$ cat src/rtl/pc_fetch_ctrl.sv
// pc_fetch_ctrl: architectural PC register and one-outstanding instruction fetch sequencer
module pc_fetch_ctrl #(
    parameter logic [31:0] RESET_PC = 32'h0100_0000
) (
    input  logic        clk,
    input  logic        rst_n,
    output logic [31:0] pc_cur,
    input  logic [31:0] pc_plus4,
    input  logic        redirect_valid,
    input  logic [31:0] redirect_target,
    input  logic        stall,
    input  logic        halt,
    output logic        imem_req,
    output logic [31:0] imem_addr,
    input  logic        imem_gnt,
    input  logic        imem_rvalid,
    input  logic [31:0] imem_rdata,
    output logic        if_valid,
    output logic [31:0] if_instr,
    output logic [31:0] if_pc,
    input  logic        if_ready,
    output logic        misalign_trap,
    output logic        halted
);
    typedef enum logic [2:0] {FETCH, WAIT, OUT, DROP, HALT} state_t;

    state_t      state_q;
    logic [31:0] pc_q, instr_q, ipc_q;
    logic        valid_q, trap_q, halted_q;
    logic        fire, outstanding, misalign;

    assign imem_req    = rst_n && state_q == FETCH && !stall;
    assign fire        = imem_req && imem_gnt;
    // A grant now, or a request not yet answered, leaves a response in flight that must be drained.
    assign outstanding = fire || ((state_q == WAIT || state_q == DROP) && !imem_rvalid);
    assign misalign    = redirect_target[1:0] != 2'b00;

    assign pc_cur        = pc_q;
    assign imem_addr     = pc_q;
    assign if_valid      = valid_q;
    assign if_instr      = instr_q;
    assign if_pc         = ipc_q;
    assign misalign_trap = trap_q;
    assign halted        = halted_q;

    always_ff @(posedge clk or negedge rst_n) begin
        if (!rst_n) begin
            state_q  <= FETCH;
            pc_q     <= RESET_PC;
            instr_q  <= '0;
            ipc_q    <= '0;
            valid_q  <= 1'b0;
            trap_q   <= 1'b0;
            halted_q <= 1'b0;
        end else begin
            trap_q <= 1'b0;
            if (state_q != HALT) begin
                if (halt) begin
                    state_q  <= HALT;
                    halted_q <= 1'b1;
                    valid_q  <= 1'b0;
                end else if (redirect_valid) begin
                    pc_q    <= redirect_target;
                    valid_q <= 1'b0;
                    if (misalign) begin
                        trap_q   <= 1'b1;
                        halted_q <= 1'b1;
                        state_q  <= HALT;
                    end else begin
                        state_q <= outstanding ? DROP : FETCH;
                    end
                end else begin
                    case (state_q)
                        FETCH: if (fire) state_q <= WAIT;
                        WAIT: if (imem_rvalid) begin
                            instr_q <= imem_rdata;
                            ipc_q   <= pc_q;
                            valid_q <= 1'b1;
                            pc_q    <= pc_plus4;
                            state_q <= OUT;
                        end
                        OUT: if (if_ready && !stall) begin
                            valid_q <= 1'b0;
                            state_q <= FETCH;
                        end
                        DROP: if (imem_rvalid) state_q <= FETCH;
                        default: ;
                    endcase
                end
            end
        end
    end
endmodule
$ cat config.mk
export PLATFORM = sky130hd
export DESIGN_NAME = pc_fetch_ctrl
export DESIGN_NICKNAME = d
export VERILOG_FILES = /design/src/rtl/pc_fetch_ctrl.sv
export SDC_FILE = /design/constraint.sdc
export NUM_CORES = 1
export LEC_CHECK = 0
export ABC_AREA = 1
export BUFFER_PORTS_ARGS = -buffer_cell sky130_fd_sc_hd__buf_2
export CAP_MARGIN = 5
export CORE_ASPECT_RATIO = 0.7
export CORE_MARGIN = 5
export CORE_UTILIZATION = 42
export DETAILED_ROUTE_END_ITERATION = 8
export HOLD_SLACK_MARGIN = 0.12
export MAX_ROUTING_LAYER = met4
export PLACE_DENSITY_LB_ADDON = 0.2
export SLEW_MARGIN = 20
export SYNTH_ARGS = -nofsm -noshare
export SYNTH_HDL_FRONTEND = slang
export SYNTH_SLANG_ARGS = --single-unit
$ cat constraint.sdc
create_clock -name clk -period 1.27 [get_ports clk]
set_input_delay 0.254 -clock clk [delete_from_list [all_inputs] [get_ports clk]]
set_output_delay 0.254 -clock clk [all_outputs]
set_load 0.02 [all_outputs]
After elaboration in Yosys (flattened, before gate mapping)
Cells that the tools add are included.
- bits in registers: 102
- word-level logic and storage cells: 63
- bits of input ports: 104
- mux-type cells: 24
- eq/ne operators: 8
- bitwise gates (word level): 2
- reductions and logical operators: 22
- operator list (cell ; count):
    32-bit 2-to-1 mux ; 3
    3-bit 2-to-1 mux ; 7
    4-bit != test (second input constant) ; 4
    3-bit one-hot mux with 4 select lines ; 1
    1-bit 2-to-1 mux ; 11
    2-bit nonzero test ; 5
    4-bit AND reduction ; 2
    3-bit by 2-bit equality test with 1-bit output (second input constant) ; 2
    6-bit AND reduction ; 1
    6-bit nonzero test ; 1
    1-bit logical AND ; 5
    5-bit AND reduction ; 1
    4-bit nonzero test ; 1
    3-bit by 1-bit equality test with 1-bit output (second input constant) ; 1
    3-bit logical NOT ; 1
    3-bit != test (second input constant) ; 1
    3-bit AND reduction ; 1
    1-bit logical NOT ; 2
    1-bit logical OR ; 2
    2-bit 2-to-1 mux ; 1
    1-bit NOT ; 2
    1-bit one-hot mux with 2 select lines ; 1

Depth between registers and ports, before layout
Gate-level depths: netlist (run 1).
- depth after elaboration: 9
- depth in mapped cells: 8
- depth with buffers taken out: 8

Least setup slack after synthesis (run 1)
Ideal clock, no wire load.
- kind: flip-flop to flip-flop
- start: reg state_q[2]
- end: reg pc_q[10] (netlist: imem_addr[10])
- path buffers: 1
- required time: 1.148 ns
- stages on the path, launching flop included: 8
- setup time: 0.122 ns
- slack: -0.042 ns
- arrival time: 1.190 ns
- path through: dfrtp_1 > inv_2 > nand3_4 > nand2_4 > o2111ai_4 > buf_6 > nand2_2 > o21ai_2
- longest elaborated chain between the ends: 3
- elaborated cells on any way between the ends: 4
- RTL lines (what ; line ; RTL):
    from (decl) ; 27 ; state_t state_q;
    from (signal assigned) ; 70 ; state_q <= outstanding ? DROP : FETCH;
    3-bit by 1-bit equality test with 1-bit output ; 73 ; case (state_q)
    2-bit nonzero test (no source line) ; n/a ;
    4-bit AND reduction (no source line) (*) ; n/a ;
    to (signal assigned) ; 63 ; pc_q <= redirect_target;
    to (signal assigned) ; 79 ; pc_q <= pc_plus4;
    to (decl) ; 28 ; logic [31:0] pc_q, instr_q, ipc_q;
Mark *: on every way between the ends. The rest lies on a longest branch, timed or not.
A chain may end at the register's enable or synchronous reset.

Worst setup path after layout (run 1)
- start: reg state_q[1]
- end: out imem_req
- longest elaborated chain between the ends: 3
- RTL lines (what ; line ; RTL):
    3-bit logical NOT ; 32 ; assign imem_req = rst_n && state_q == FETCH && !stall;
    1-bit logical AND (2 in series) ; 32 ;
    to (decl) ; 13 ; output logic imem_req,
Every way passes these cells.

==> results_dict.tcl, run 1 <==
set metrics [dict create \
    drive_gt1_frac 0.520 \
    fmax_mhz 683 \
    syn_to_final_growth_pct 35.7 \
    finClkSkew_ps 9.35 \
    htree_levels 3 \
    vias_per_cell 4.80 \
    finalSetupTns_ps -11160 \
    die_w_um 140 \
    final_cell_area_sq_mm 0.00674 \
    ys_seq_elements 102 \
    clockRootBuffer "clkbuf_16" \
    firstDrtPassIters 4 \
    io_buffers 235 \
    yosysWarningCount 0 \
    grtUsageTotal 0.200 \
    route.detailed.drc 0 \
    holdWs_ps 131 \
    synth_area_per_cell_sq_um 9.65 \
    synth_largest_area_cell "dfrtp_1" \
    synth.distinct_cells 27 \
    die_area_sq_mm 0.0141 \
    synth_top_cell_area_share 0.508 \
    async_flop_share 1.00 \
    sw_frac_of_total 0.437 \
    hold_viol_final 0 \
    nets 841 \
    drt_iter0_markers 176 \
    clockBufferDepth 2 \
    post-place-ws_ps -96.6 \
    syn_inst 515 \
    wl_um 14100 \
    dp_hpwl_um 10100 \
    clk_pin_slew_worst_paths_ps 80 \
    critPathArrivalTime_ps 1210 \
    cts_tree "yes" \
    slew_viol_final 0 \
    p_leak_nw 3.87 \
    rsz0062_at_grt "true" \
    overflow 0 \
    yosys-top-cells-area "dfrtp_1 51%, nand2_1 12%, nand3_1 7.2%" \
    row_count 33 \
    clock_latency_ps 340 \
    powerDensity_mw_per_mm2 2360 \
    first_global_vias 4289 \
    relSlewSlack 0.728 \
    clkPwrFrac 0.181 \
    setup_ws_ps -193 \
    violations "negative setup slack" \
    gp_congestion 0.905 \
    antenna_found_initial 0 \
    setup_violations 102 \
    yosys_most_used_dff "dfrtp_1" \
    internal-power_mw 8.96 \
    worst_pin_slew_ps 409 \
    diodes 0 \
    crit_path_start_kind "flop" \
    crit_type "flop to output pin" \
    synth_fp_nets 619 \
    seq_area_frac_synth 0.514 \
    p_total_mw 15.9 \
    p_seq_frac 0.350 \
    grt_max_degree 72 \
    netlist_area_sq_mm 0.00497 \
    cts_buffers 9 \
    vias 4315 \
    drtAntennaViolNets 0 \
    hold_class "input pin to flop" \
    clkSinkCount 102 \
    crit_required_ps 1020 \
    ios 236 \
    power.switching_mw 6.95 \
    p_comb_frac 0.469 \
    post_drt_wl_per_cell_um 15.7 \
    period_minus_slack_ps 1460 \
    endpoint_kind "output pin" \
    irDropWorstVdd_uv 1260 \
    synth_edf_count 0 \
    start_util 0.427 \
    period_share 1.15 \
    grt_pass1_wl_um 22100 \
    core-area_sq_mm 0.0116 \
    die-height_um 101 \
    crit_path_max_fanout 3 \
    postPlaceCellArea_sq_mm 0.00610 \
    drv_cap 0 \
    outcome "finished, violations left" \
]
## cell usage in the layout (no fill, tap or decap), types with 2 or more instances in the layout
cell       instances
buf_12            11
buf_2            231
buf_4             26
buf_6              3
clkbuf_16         10
dfrtp_1           97
dfrtp_2            4
inv_1             10
inv_2              2
inv_6              2
mux2i_1           32
nand2_1          136
nand2_2           42
nand2_4            5
nand3_1           70
nand3_2            2
nor2_1             3
nor2_2             2
nor2_4             3
o21ai_2           33
## worst paths after layout
path,end,cells past startpoint,slack (ps),startpoint
max,imem_req,4,-190,state_q[1]
min,if_instr[14],3,130,imem_rdata[14]
max reg2reg,imem_addr[18],8,-140,state_q[2]
min reg2reg,if_pc[22],2,470,if_pc[22]
max in group asynchronous,imem_addr[24],3,260,rst_n
min in group asynchronous,if_instr[28],3,640,rst_n
## critical path, stage by stage (launching register included)
cell and delay (ps):
dfrtp_1 430, nor2_4 150, inv_2 60, nor2_2 100, buf_6 130
## area by class of cell
type / instances / area [sq um]
Tap cell: 157 / 196
Fill cell: 1061 / 4900
Clock buffer: 10 / 239
Inverter: 12 / 45.0
Clock inverter: 6 / 75.1
Sequential cell: 102 / 2560
Multi-Input combinational cell: 338 / 1960
Timing Repair Buffer: 274 / 1670
## cell families after synthesis
logic type,share of synthesized area
multiplexers,0.0644
flip-flops,0.514
AO/OA/AOI/OAI,0.0685
AND/OR/NAND/NOR,0.243
buffers and inverters,0.111
## flip-flops by register name, indices dropped and copies added, names as in the netlist
signal,cells
halted,1
imem_addr,32
if_instr,32
state_q,3
if_valid,1
if_pc,32
misalign_trap,1
## power groups by stage
stage | registers [mW] | clock network (mW) | logic (mW)
final | 5.57 | 2.88 | 7.46
after global routing | 5.76 | 3.11 | 8.00
after CTS | 5.55 | 2.96 | 7.33
after detailed placement | 5.59 | 0 | 6.83
after global placement | 5.55 | 0 | 6.75
after floorplan | 6.95 | 0 | 3.45
## per-stage QoR
| step | instances | utilization |
|---|---|---|
| after floorplan | 515 | - |
| after global placement | 866 | 0.524 |
| after detailed placement | 866 | 0.524 |
| after CTS | 895 | 0.570 |
| after global routing | 899 | 0.579 |
| final | 899 | 0.579 |
## synthesized netlist by cell type (2+ instances only)
| library cell | n |
|---|---|
| a21oi_1 | 2 |
| buf_2 | 8 |
| buf_4 | 35 |
| buf_6 | 17 |
| clkbuf_1 | 2 |
| dfrtp_1 | 101 |
| inv_1 | 11 |
| mux2i_1 | 32 |
| nand2_1 | 153 |
| nand2_2 | 29 |
| nand3_1 | 72 |
| nor2_1 | 5 |
| nor2_2 | 2 |
| o21ai_0 | 2 |
| o21ai_2 | 32 |
## per-layer routing
layer	GRT usage	vias to the layer above	wire length (um)
li1	-	2088	-
met1	0.262	2067	6310
met2	0.320	147	6790
met3	0.0460	13	852
met4	0.0477	0	141
met5	-	-	0
## repair_timing
action                     in CTS  in global routing
buffers inserted               12                  3
pin swaps                       6                  4
resized for setup              29                 20
setup endpoints to repair     103                111
hold endpoints to repair      101                  0
gates cloned                    1                  1
hold buffers                    1                  0
Note: power is estimated with default switching activity, not from simulation.
==> run 2: changes to the inputs <==
--- a/config.mk
+++ b/config.mk
@@ -5,7 +5,7 @@
 export SDC_FILE = /design/constraint.sdc
 export NUM_CORES = 1
 export LEC_CHECK = 0
-export ABC_AREA = 1
+export ABC_AREA = 0
 export BUFFER_PORTS_ARGS = -buffer_cell sky130_fd_sc_hd__buf_2
 export CAP_MARGIN = 5
 export CORE_ASPECT_RATIO = 0.7
==> run 2 against run 1 <==
- the flow still finishes with violations (negative setup slack)
- synthesized area shrank 0.18%
- clock power shrank 4%
- cell count shrank 19%
- first-iteration DRC count decreased by 43%
- synthesized cell count down 39%
- utilization rose by 4.4 points
- die area decreased by 0.16%
- register-to-register slack got worse by 240 ps
- critical endpoint is now if_instr[18]
- largest cell class unchanged
==> results_dict.tcl, run 2 <==
set metrics [dict create \
    outcome "finished, violations left" \
    violations "negative setup slack" \
    firstDrtPassIters 6 \
    clock_latency_ps 340 \
    grt_max_degree 103 \
    clockBufferDepth 2 \
    synth.distinct_cells 36 \
    gp_congestion 0.855 \
    irDropWorstVdd_uv 1350 \
    synth_largest_area_cell "dfrtp_1" \
    core-area_sq_mm 0.0116 \
    holdWs_ps 147 \
    start_util 0.426 \
    crit_required_ps 1490 \
    rsz0062_at_grt "true" \
    stdcell_count 728 \
    final_cell_area_sq_mm 0.00725 \
    crit_type "flop to flop" \
    clockRootBuffer "clkbuf_16" \
    p_leak_nw 4.00 \
    row_count 33 \
    powerDensity_mw_per_mm2 2350 \
    async_flop_share 1.00 \
    ys_seq_elements 102 \
    cp_cell_sequence "and2b_2 -> nand4_4 -> clkbuf_16 -> buf_16 -> mux2_4" \
    p_comb_frac 0.506 \
    route.detailed.drc 0 \
    die_area_sq_mm 0.0141 \
    ios 236 \
    dp.cells 685 \
    synthSimpleGateAreaFrac 0.0245 \
    hold_class "input pin to flop" \
    period_minus_slack_ps 1650 \
    io_buffers 235 \
    power.switching_mw 6.64 \
    sw_frac_of_total 0.389 \
    finalSetupTns_ps -34940 \
    clkPwrFrac 0.162 \
    yosys-top-cells-area "dfrtp_1 51%, mux2_4 24%, mux2_2 9.8%" \
    wl_um 13000 \
    first_global_vias 3575 \
    antenna_found_initial 0 \
    worst_path_max_delay_cell "dfrtp_2" \
    postPlaceCellArea_sq_mm 0.00627 \
    synthTopCellsByCount "101 x dfrtp_1, 78 x mux2_4, 43 x mux2_2, 33 x buf_4, 9 x buf_6" \
    endpoint_kind "flop" \
    diodes 0 \
    critPathArrivalTime_ps 1870 \
    fmax_mhz 606 \
    synth_area_per_cell_sq_um 15.8 \
    crit_path_max_fanout 6 \
    setup_ws_ps -380 \
    dp_hpwl_um 8680 \
    layout_commonest_cell "buf_2" \
    seq_area_frac_synth 0.515 \
    synth_compound_area_frac 0.0270 \
    yosysMostFrequentCell "dfrtp_1" \
    vias 3401 \
    drt_iter0_markers 100 \
    synth_fp_nets 419 \
    yosys.area_share.adder 0 \
    hold_viol_final 0 \
    final_cell_mix "230 x buf_2, 99 x dfrtp_1, 95 x mux2_4" \
    yosysWarningCount 0 \
    post_drt_wl_per_cell_um 17.8 \
    yosys_most_used_dff "dfrtp_1" \
    drtAntennaViolNets 0 \
    die-height_um 101 \
    drive_gt1_frac 0.790 \
    muxShareOfSynthArea 0.356 \
    nets 670 \
    slew_viol_final 0 \
    drv_cap 0 \
    grt_pass1_wl_um 19200 \
    finClkSkew_ps 10.9 \
    die_w_um 140 \
    cts_buffers 9 \
    synthXorXnorAreaFrac 0 \
    synth_top_family_by_area "multiplexers" \
    clkSinkCount 102 \
    p_seq_frac 0.332 \
    p_total_mw 17.1 \
    relSlewSlack 0.646 \
    crit_path_start_kind "flop" \
    vias_per_cell 4.67 \
    synth_edf_count 0 \
    internal-power_mw 10.4 \
    grtUsageTotal 0.177 \
    syn_inst 315 \
    synth_top_cell_area_share 0.509 \
    period_share 1.30 \
    worst_pin_slew_ps 531 \
    cts_tree "yes" \
    netlist_area_sq_mm 0.00496 \
    htree_levels 3 \
    overflow 0 \
    cpPeakStageDelay_ps 460 \
    setup_violations 104 \
    clk_pin_slew_worst_paths_ps 70 \
    syn_to_final_growth_pct 46.2 \
]
==> run 2: area by class of cell <==
type                    instances  area (sq um)
multi-input cells             162          2200
inverters                       4          17.5
well taps                     157           196
repair buffers                287          1980
clock inverters                 6          68.8
flip-flops and latches        102          2560
clock buffers                  10           229
fillers                       904          4390
==> run 2: power groups by stage <==
| stage | Combinational [mW] | Clock (mW) | Sequential (mW) |
|---|---|---|---|
| 3_3_place_gp | 7.58 | 0 | 5.60 |
| 4_1_cts | 8.06 | 2.88 | 5.65 |
| 5_1_grt | 9.08 | 2.99 | 5.89 |
| 6_report | 8.64 | 2.76 | 5.67 |
| 3_5_place_dp | 7.63 | 0 | 5.67 |
| 2_1_floorplan | 4.09 | 0 | 7.09 |
==> run 2: per-layer routing <==
layer  track usage  share of wire  vias to the layer above
met5             -              0                        -
met4        0.0469          0.012                        0
met3        0.0574          0.070                       11
met2         0.259           0.43                      147
met1         0.240           0.48                     1645
li1              -              -                     1598
==> run 2: kinds of logic after synthesis <==
family | after synthesis
buffers and inverters | 51
AOI/OAI and AO/OA | 16
DFF | 102
muxes | 131
and+or+nand+nor | 15
==> run 2: critical path, delay by kind of cell (launching register included) <==
family        cells  cell delay [ps]
flops             1              460
mux               1              300
simple gates      2              400
buf+inv           2              380
==> run 2: final timing paths <==
| check | slack (ps) | from | cells past startpoint | end |
|---|---|---|---|---|
| max | -380 | state_q[2] | 5 | if_instr[18] |
| min | 150 | imem_rdata[4] | 2 | if_instr[4] |
| max reg2reg | -380 | state_q[2] | 5 | if_instr[18] |
| min reg2reg | 470 | halted | 1 | halted |
| max in group asynchronous | 110 | rst_n | 4 | halted |
| min in group asynchronous | 700 | rst_n | 4 | if_pc[28] |
==> run 2: timing repair <==
| item | 4_1_cts | 5_1_grt |
|---|---|---|
| pin swaps | 1 | 11 |
| gates cloned | 3 | 10 |
| resized for setup | 32 | 22 |
| setup endpoints to repair | 104 | 105 |
| hold buffers | 1 | 0 |
| buffers inserted | 6 | 7 |
| hold endpoints to repair | 45 | 0 |
==> run 2: stage by stage <==
step	util	setup WS (ps)
3_5_place_dp	0.539	-413
2_1_floorplan	-	-308
5_1_grt	0.623	-436
4_1_cts	0.588	-407
6_report	0.623	-380
3_3_place_gp	0.539	-386
